`src/rtl/arb_pkg.sv`:
```
// Shared types and helpers for the hold-until-release arbiter:
// FSM state encoding, width rules and the one-hot to index encoder.
package arb_pkg;

    typedef enum logic {ARB_IDLE, ARB_BUSY} arb_state_t;

    function automatic int grt_w(input int n);
        return (n > 1) ? $clog2(n) : 1;
    endfunction

    function automatic int cnt_w(input int max_hold);
        return (max_hold > 0) ? $clog2(max_hold + 1) : 1;
    endfunction

    // OR-based encoder: exact for one-hot inputs, zero for an all-zero input.
    function automatic int onehot_to_index(input logic [63:0] onehot);
        int idx;
        idx = 0;
        for (int i = 0; i < 64; i++) begin
            if (onehot[i]) idx = idx | i;
        end
        return idx;
    endfunction

endpackage

```
`src/rtl/rr_timeout_arbiter_if.sv`:
```
// Request/release/mask inputs and grant outputs of the arbiter,
// bundled so requesters and the arbiter share one port.
interface rr_timeout_arbiter_if import arb_pkg::*; #(
    parameter int NUM_ENTRY = 4
);
    localparam int GRT_W = grt_w(NUM_ENTRY);

    logic [NUM_ENTRY-1:0] I_Req;
    logic [NUM_ENTRY-1:0] I_Rls;
    logic [NUM_ENTRY-1:0] I_Mask;
    logic [GRT_W-1:0]     O_Grt;
    logic [NUM_ENTRY-1:0] O_Vld;
    logic [NUM_ENTRY-1:0] O_Rvk;

    modport master (output I_Req, I_Rls, I_Mask, input O_Grt, O_Vld, O_Rvk);
    modport slave  (input I_Req, I_Rls, I_Mask, output O_Grt, O_Vld, O_Rvk);

endinterface

```
`src/rtl/rr_pick.sv`:
```
// Combinational winner selection: fixed priority or round-robin from ptr,
// using a double-width vector so the wrap-around needs no modulo logic.
module rr_pick import arb_pkg::*; #(
    parameter int NUM_ENTRY = 4,
    parameter int PTR_W     = grt_w(NUM_ENTRY)
) (
    input  logic [NUM_ENTRY-1:0] elig,
    input  logic [PTR_W-1:0]     ptr,
    input  logic                 rr_mode,
    output logic [NUM_ENTRY-1:0] winner
);
    localparam int W2 = 2 * NUM_ENTRY;

    logic [NUM_ENTRY-1:0] thermo;
    logic [W2-1:0]        dbl;
    logic [W2-1:0]        lowest;

    // Lower half keeps only entries at or after the pointer; the upper half
    // holds the full vector and catches the wrap when the lower half is empty.
    for (genvar gi = 0; gi < NUM_ENTRY; gi++) begin : g_thermo
        assign thermo[gi] = !rr_mode || (gi >= int'(ptr));
    end

    assign dbl    = {elig, elig & thermo};
    assign lowest = dbl & (~dbl + W2'(1));
    assign winner = lowest[NUM_ENTRY-1:0] | lowest[W2-1:NUM_ENTRY];

endmodule

```
`src/rtl/rr_timeout_arbiter.sv`:
```
// Hold-until-release arbiter: one owner at a time, fixed or round-robin pick,
// masking, and an optional hold limit that revokes a stuck owner.
module rr_timeout_arbiter import arb_pkg::*; #(
    parameter int NUM_ENTRY = 4,
    parameter int RR_MODE   = 1,
    parameter int MAX_HOLD  = 0
) (
    input  logic                  clock,
    input  logic                  reset,
    rr_timeout_arbiter_if.slave   bus
);
    localparam int GRT_W = grt_w(NUM_ENTRY);
    localparam int CNT_W = cnt_w(MAX_HOLD);
    localparam logic [CNT_W-1:0] HOLD_LAST = CNT_W'((MAX_HOLD > 0) ? MAX_HOLD - 1 : 0);

    arb_state_t           state_reg, state_next;
    logic [NUM_ENTRY-1:0] vld_reg, vld_next;
    logic [NUM_ENTRY-1:0] rvk_reg, rvk_next;
    logic [NUM_ENTRY-1:0] skip_reg, skip_next;
    logic [GRT_W-1:0]     ptr_reg, ptr_next;
    logic [CNT_W-1:0]     cnt_reg, cnt_next;

    logic [NUM_ENTRY-1:0] elig, elig_skip, pick_elig, winner;
    logic [GRT_W-1:0]     win_idx;
    logic                 owner_rls;
    logic                 hold_expired;

    assign elig      = bus.I_Req & ~bus.I_Rls & ~bus.I_Mask;
    assign elig_skip = elig & ~skip_reg;
    // A just-revoked entry that is the only candidate gets the grant back.
    assign pick_elig = (elig_skip != '0) ? elig_skip : elig;

    rr_pick #(
        .NUM_ENTRY (NUM_ENTRY),
        .PTR_W     (GRT_W)
    ) u_pick (
        .elig    (pick_elig),
        .ptr     (ptr_reg),
        .rr_mode (RR_MODE != 0),
        .winner  (winner)
    );

    assign win_idx      = GRT_W'(onehot_to_index(64'(winner)));
    assign owner_rls    = |(vld_reg & bus.I_Rls);
    assign hold_expired = (MAX_HOLD > 0) && (cnt_reg == HOLD_LAST);

    always_comb begin
        state_next = state_reg;
        vld_next   = vld_reg;
        rvk_next   = '0;
        skip_next  = skip_reg;
        ptr_next   = ptr_reg;
        cnt_next   = cnt_reg;
        case (state_reg)
            ARB_IDLE: begin
                skip_next = '0;
                if (winner != '0) begin
                    state_next = ARB_BUSY;
                    vld_next   = winner;
                    cnt_next   = '0;
                    ptr_next   = (win_idx == GRT_W'(NUM_ENTRY - 1)) ? '0 : win_idx + GRT_W'(1);
                end
            end
            ARB_BUSY: begin
                // Release is checked first so it wins over a coincident timeout.
                if (owner_rls) begin
                    state_next = ARB_IDLE;
                    vld_next   = '0;
                end else if (hold_expired) begin
                    state_next = ARB_IDLE;
                    vld_next   = '0;
                    rvk_next   = vld_reg;
                    skip_next  = vld_reg;
                end else if (cnt_reg != HOLD_LAST) begin
                    cnt_next = cnt_reg + CNT_W'(1);
                end
            end
            default: begin
                state_next = ARB_IDLE;
                vld_next   = '0;
            end
        endcase
    end

    always_ff @(posedge clock) begin
        if (reset) begin
            state_reg <= ARB_IDLE;
            vld_reg   <= '0;
            rvk_reg   <= '0;
            skip_reg  <= '0;
            ptr_reg   <= '0;
            cnt_reg   <= '0;
        end else begin
            state_reg <= state_next;
            vld_reg   <= vld_next;
            rvk_reg   <= rvk_next;
            skip_reg  <= skip_next;
            ptr_reg   <= ptr_next;
            cnt_reg   <= cnt_next;
        end
    end

    assign bus.O_Vld = vld_reg;
    assign bus.O_Rvk = rvk_reg;
    assign bus.O_Grt = GRT_W'(onehot_to_index(64'(vld_reg)));

endmodule

```
`src/flat_wrapper.sv`:
```
// flat-port wrapper written by rule: the top's interface ports become plain ports
module rr_timeout_arbiter_flat import arb_pkg::*;
#(
    parameter int NUM_ENTRY = 4,
    parameter int RR_MODE   = 1,
    parameter int MAX_HOLD  = 0
)
  (clock, reset, bus_I_Req, bus_I_Rls, bus_I_Mask, bus_O_Grt, bus_O_Vld, bus_O_Rvk);
  rr_timeout_arbiter_if #(.NUM_ENTRY(NUM_ENTRY)) bus_i ();
  input  logic clock;
  input  logic reset;
  input wire logic [$bits(bus_i.I_Req)-1:0] bus_I_Req;
  input wire logic [$bits(bus_i.I_Rls)-1:0] bus_I_Rls;
  input wire logic [$bits(bus_i.I_Mask)-1:0] bus_I_Mask;
  output wire logic [$bits(bus_i.O_Grt)-1:0] bus_O_Grt;
  output wire logic [$bits(bus_i.O_Vld)-1:0] bus_O_Vld;
  output wire logic [$bits(bus_i.O_Rvk)-1:0] bus_O_Rvk;
  assign bus_i.I_Req = bus_I_Req;
  assign bus_i.I_Rls = bus_I_Rls;
  assign bus_i.I_Mask = bus_I_Mask;
  assign bus_O_Grt = bus_i.O_Grt;
  assign bus_O_Vld = bus_i.O_Vld;
  assign bus_O_Rvk = bus_i.O_Rvk;
  rr_timeout_arbiter #(.NUM_ENTRY(NUM_ENTRY), .RR_MODE(RR_MODE), .MAX_HOLD(MAX_HOLD)) u_core (.clock(clock), .reset(reset), .bus(bus_i));
endmodule
```
`config.mk`:
```
export PLATFORM = sky130hd
export DESIGN_NAME = rr_timeout_arbiter_flat
export DESIGN_NICKNAME = d
export VERILOG_FILES = /design/src/rtl/arb_pkg.sv /design/src/rtl/rr_timeout_arbiter_if.sv /design/src/rtl/rr_pick.sv /design/src/rtl/rr_timeout_arbiter.sv /design/src/flat_wrapper.sv
export SDC_FILE = /design/constraint.sdc
export NUM_CORES = 1
export LEC_CHECK = 0
export CAP_MARGIN = 20
export CORE_MARGIN = 2
export CORE_UTILIZATION = 27
export CTS_CLUSTER_DIAMETER = 40
export DETAILED_ROUTE_END_ITERATION = 16
export PLACE_DENSITY = 0.61
export SLEW_MARGIN = 0
export SYNTH_ARGS = -nofsm -noshare
export SYNTH_HDL_FRONTEND = slang
export SYNTH_SLANG_ARGS = --single-unit
```
`constraint.sdc`:
```
create_clock -name clock -period 1.8 [get_ports clock]
set_input_delay 0.36 -clock clock [delete_from_list [all_inputs] [get_ports clock]]
set_output_delay 0.36 -clock clock [all_outputs]
set_load 0.02 [all_outputs]
```
# Yosys cells after proc, flatten, opt, wreduce, memory -nomap -nowiden

Index checks and enable logic that the tools add are counted.

Input port bits: 14
Output and inout port bits: 10
Flip-flop bits (word level): 11
Logic and storage cells: 44

Equal/unequal tests: 3
Order comparisons: 3
$add $sub $neg: 2
Reductions and logical operators: 5
Bitwise operators: 12
Muxes and demuxes: 15

Operators with widths:

| cell                                                | count |
|---|---|
| AND 4 bit                                           | 5 |
| two-way mux 4 bit                                   | 4 |
| inverter 4 bit                                      | 3 |
| two-way mux 2 bit                                   | 5 |
| adder 8 x 1 -> 8 bit (second input constant)        | 1 |
| AND 8 bit                                           | 1 |
| inverter 8 bit                                      | 1 |
| one-hot mux 4 bit (2 select lines)                  | 1 |
| nonzero test 4 bit                                  | 2 |
| >= comparator 1 x 2 -> 1 bit (first input constant) | 2 |
| two-way mux 1 bit                                   | 4 |
| bitwise OR 4 bit                                    | 1 |
| AND reduction 2 bit                                 | 2 |
| OR reduction 4 bit                                  | 1 |
| adder 2 x 1 -> 2 bit (second input constant)        | 1 |
| equality test 2 bit (second input constant)         | 1 |
| >= comparator 2 bit (first input constant)          | 1 |
| != test 2 x 1 -> 1 bit (second input constant)      | 1 |
| != test 2 bit (second input constant)               | 1 |
| one-hot mux 1 bit (2 select lines)                  | 1 |
| inverter 1 bit                                      | 1 |

# Logic depth before layout (Yosys ltp)

Depth after elaboration: 16
Mapped depth: 5
Mapped depth without buffers: 4

# Cells and area by module

Synthesis repeated with hierarchy kept, for this count alone.

Cells, all modules: 72
Area total of the unflattened synthesis: 555.5 um^2

Modules (own cells, without submodules):

| module             | times used | cells an instance | sequential area each (um^2) | area each (um^2) |
|---|---|---|---|---|
| rr_timeout_arbiter | 1          | 52                | 140.1                       | 417.9 |
| rr_pick            | 1          | 20                | 0.0                         | 137.6 |

# Worst setup path after synthesis

No wires, ideal clock.

Kind: input -> register
Start: in bus_I_Rls[1]
End: reg u_core.ptr_reg[0]
Library setup time: 0.121 ns
Path buffers: 1
Slack: 0.227 ns
Data arrival time: 1.452 ns
Stages: 5
Data required time: 1.679 ns
Path through: or3b_1 > clkbuf_2 > a211o_1 > a221oi_2 > nor3_1

Cells in the longest elaborated chain, start to end: 16
Elaborated cells between the ends (all ways): 19
Classes of those cells: add/sub: 2; eq/ne: 1; mux: 5; bitwise: 8; reduce/logical: 3

RTL lines:

| item                                                        | RTL line                 | text |
|---|---|---|
| from (decl)                                                 | flat_wrapper.sv:13       | `input wire logic [$bits(bus_i.I_Rls)-1:0] bus_I_Rls;` |
| inverter 4 bit (*)                                          | rr_timeout_arbiter.sv:28 | `assign elig = bus.I_Req & ~bus.I_Rls & ~bus.I_Mask;` |
| AND 4 bit (*) (2 in series)                                 | rr_timeout_arbiter.sv:28 |  |
| AND 4 bit                                                   | rr_timeout_arbiter.sv:29 | `assign elig_skip = elig & ~skip_reg;` |
| nonzero test 4 bit                                          | rr_timeout_arbiter.sv:31 | `assign pick_elig = (elig_skip != '0) ? elig_skip : elig;` |
| two-way mux 4 bit (*)                                       | rr_timeout_arbiter.sv:31 |  |
| AND 4 bit                                                   | rr_pick.sv:24            | `assign dbl = {elig, elig & thermo};` |
| inverter 8 bit                                              | rr_pick.sv:25            | `assign lowest = dbl & (~dbl + W2'(1));` |
| adder 8 x 1 -> 8 bit                                        | rr_pick.sv:25            |  |
| AND 8 bit (*)                                               | rr_pick.sv:25            |  |
| bitwise OR 4 bit (*)                                        | rr_pick.sv:26            | `assign winner = lowest[NUM_ENTRY-1:0] \| lowest[W2-1:NUM_ENTRY];` |
| two-way mux 1 bit                                           | arb_pkg.sv:20            | `if (onehot[i]) idx = idx \| i;` |
| two-way mux 2 bit (2 in series)                             | arb_pkg.sv:20            |  |
| adder 2 x 1 -> 2 bit or equality test 2 bit (tied branches) | rr_timeout_arbiter.sv:61 | `ptr_next = (win_idx == GRT_W'(NUM_ENTRY - 1)) ? '0 : win_idx + GRT_W'(1);` |
| two-way mux 2 bit                                           | rr_timeout_arbiter.sv:61 |  |
| to (signal assigned)                                        | rr_timeout_arbiter.sv:98 | `ptr_reg <= ptr_next;` |
| to (decl)                                                   | rr_timeout_arbiter.sv:20 | `logic [GRT_W-1:0] ptr_reg, ptr_next;` |

Mark *: on every way between the ends. The rest lies on a longest branch, timed or not.
A chain may end at the register's enable or synchronous reset.

# Worst setup path after layout

Start: in bus_I_Rls[0]
End: reg u_core.vld_reg[3] (netlist: u_core.bus.O_Vld[3])

Cells in the longest elaborated chain, start to end: 14
Elaborated cells between the ends (all ways): 19
Classes of those cells: add/sub: 1; eq/ne: 2; mux: 3; bitwise: 9; reduce/logical: 4

RTL lines:

| item                                    | RTL line                 | text |
|---|---|---|
| inverter 4 bit                          | rr_timeout_arbiter.sv:28 |  |
| AND 4 bit (2 in series)                 | rr_timeout_arbiter.sv:28 |  |
| AND 4 bit                               | rr_timeout_arbiter.sv:29 |  |
| nonzero test 4 bit                      | rr_timeout_arbiter.sv:31 |  |
| two-way mux 4 bit                       | rr_timeout_arbiter.sv:31 |  |
| AND 4 bit                               | rr_pick.sv:24            |  |
| inverter 8 bit                          | rr_pick.sv:25            |  |
| adder 8 x 1 -> 8 bit                    | rr_pick.sv:25            |  |
| AND 8 bit                               | rr_pick.sv:25            |  |
| bitwise OR 4 bit                        | rr_pick.sv:26            |  |
| nonzero test 4 bit                      | rr_timeout_arbiter.sv:57 | `if (winner != '0) begin` |
| != test 2 x 1 -> 1 bit (no source line) | -                        |  |
| AND reduction 2 bit (no source line)    | -                        |  |
| to (signal assigned)                    | rr_timeout_arbiter.sv:95 | `vld_reg <= vld_next;` |
| to (decl)                               | rr_timeout_arbiter.sv:17 | `logic [NUM_ENTRY-1:0] vld_reg, vld_next;` |

Parallel ways exist; a longest one is shown, timed or not. The select of a mux whose other input is x is not followed.

==> results.tsv <==
metric	value	unit
status	completed	
worst min-delay path class	reg -> reg	
DP Area	774	µm²
Critical Path RT	1.94	ns
clock tree buffer depth	2	
Clock Skew	0.000556	ns
commonest non-fill, non-tap cell in the layout	clkdlybuf4s50_1	
Final min period	1.74	ns
vias in the first global route	508	
drt pass-1 iters	4	
most frequent cells in the layout	clkdlybuf4s50_1 (17), buf_4 (13), dfxtp_1 (7)	
PD cells	606	nW/µm²
Clk Latency, worst-skew pair	0.25	ns
Synth Area per Inst	8.19	µm²
Vias/cell	4.90	
Initial Util	0.283	
die width	46.3	µm
max-slew violation count	0	
placer congestion estimate	0.848	
clk slew on worst S/H paths	0.05	ns
Antenna Nets Post-Route	0	
endpoints failing setup	0	
CP max FO	6	
Placeable Area	1710	µm²
unrepaired setup endpoints after global routing	false	
Final Hold Viols	0	
# rows	15	
max FFs per register	4	
Critical Path End Type	flop	
#FFs+latches synth	7	
Area growth, synth to finish	70.5	%
port buffer count	19	
CTS tree	built	
sequential cell area fraction in the yosys report	0.290	
DRT Wirelength	1440	µm
initial antenna violation count	0	
layout net count	107	
maximum VDD drop	0.288	mV
largest net degree at the start of global routing	8	
design area	823	µm²
post-synthesis cell count	59	
synth unique cells	29	
root buffer cell	clkbuf_4	
synthesized cell area	483	µm²
H-tree depth	1	
CTS buffer count	3	
Top Ports	24	
grt total ovfl	0	
Leak	0.363	nW
Filler Cell Count	164	
Fmax	576	MHz
layout cell share with drive strength beyond 1	0.272	
Tot Pwr	0.499	mW
first-pass GRT wire length	2090	µm
critical path class	in -> reg	
Hold Slack	0.504	ns
data arrival at the endpoint of the critical path	1.87	ns
Antenna Cells	0	
# DRC	0	
Die Area	2140	µm²
routed length per placed instance	12.3	µm
Layout Cells excl Fill	117	
Setup crit start kind	input port	
DR iter-0 viols	15	
routed vias	573	
Total GRT Usage	0.140	
Detailed Place HPWL	1100	µm
DP Cell Count	113	
Final Cycle Share	0.964	
Synth Warn #	0	
max-cap violations	0	
CTS sink count	7	
die height	46.3	µm
post-layout util	0.482	
[synth_stat cells, drive strengths merged]
cell type,number,area [µm²]
a211oi,1,7.51
nor3b,2,15.0
nor2,3,11.3
o221ai,1,8.76
a222oi,1,10.0
a211o,1,8.76
a22o,1,8.76
a21oi,4,20.0
a221oi,1,15.0
o21ai,1,5.00
conb,1,3.75
a2bb2oi,1,8.76
buf,4,30.0
o2bb2ai,4,35.0
a32o,1,10.0
inv,3,11.3
clkbuf,2,8.75
nand3,1,5.00
or2,3,18.8
nor4b,2,17.5
nand2,4,15.0
or3b,4,35.0
a31oi,1,6.26
nor3,3,15.0
o22ai,1,6.26
dfxtp,7,140
nand4,1,6.26
[report_power, final]
part	total [mW]	switching [mW]	leakage, nW	internal, mW
combinational	0.172	0.0766	0.290	0.0954
sequential	0.186	0.0180	0.0574	0.168
clock	0.141	0.0566	0.0150	0.0845
total	0.499	0.151	0.363	0.348
[per-layer routing]
| metal | vias up | global-route usage | wire, µm |
|---|---|---|---|
| met4 | 0 | 0.103 | 40 |
| li1 | 290 | - | - |
| met5 | - | 0 | 0 |
| met1 | 263 | 0.174 | 650 |
| met3 | 4 | 0.0118 | 36 |
| met2 | 16 | 0.222 | 709 |
[final timing paths]
check                                                      start                          endpoint  slack, ns  cells after the start
worst max-delay path                                bus_I_Rls[0]  u_core.bus.O_Vld[3]$_SDFFE_PP0P_       0.06                      5
worst min-delay path            u_core.bus.O_Vld[0]$_SDFFE_PP0P_  u_core.bus.O_Vld[0]$_SDFFE_PP0P_       0.50                      1
worst max register to register    u_core.ptr_reg[0]$_SDFFE_PP0P_    u_core.ptr_reg[0]$_SDFFE_PP0P_       0.41                      5
worst min register to register  u_core.bus.O_Vld[0]$_SDFFE_PP0P_  u_core.bus.O_Vld[0]$_SDFFE_PP0P_       0.50                      1
[worst max-delay path, cell delays in order]
cell and delay, ns:
clkdlybuf4s50_1 0.46, or3b_1 0.49, nand4_1 0.19, o22ai_2 0.13
a22o_1 0.25
[cell type report]
type / instances / area, µm² / share of cell area
Multi-Input combinational cell: 46 / 322 / 0.391
Timing Repair Buffer: 32 / 293 / 0.356
Sequential cell: 7 / 140 / 0.170
Tap cell: 25 / 31.3 / 0.0380
Clock buffer: 4 / 26.3 / 0.0319
Inverter: 3 / 11.3 / 0.0137
[stage by stage]
| step | TNS, ns | setup WS, ns |
|---|---|---|
| finish | 0 | 0.0646 |
| global placement | -0.990 | -0.216 |
| global route | 0 | 0.00647 |
| floorplan | 0 | 0.227 |
| CTS | 0 | 0.000627 |
| detailed placement | -1.03 | -0.212 |
[repair_timing]
item / 4_1_cts / 5_1_grt
setup buffers: 0 / 0
resized for setup: 0 / 6
endpoints found under the setup margin: 0 / 6
endpoints found under the hold margin: 0 / 0
hold buffers: 0 / 0
[logic make-up (layout without fill, tap and decap cells)]
logic type | after synthesis | after routing | share of synthesized area
AO/OA/AOI/OAI | 19 | 19 | 0.311
buffers and inverters | 9 | 39 | 0.104
AND/OR/NAND/NOR | 23 | 23 | 0.288
flip-flops | 7 | 7 | 0.290
other | 1 | 4 | 0.00776
Note: power is estimated with default switching activity, not from simulation.
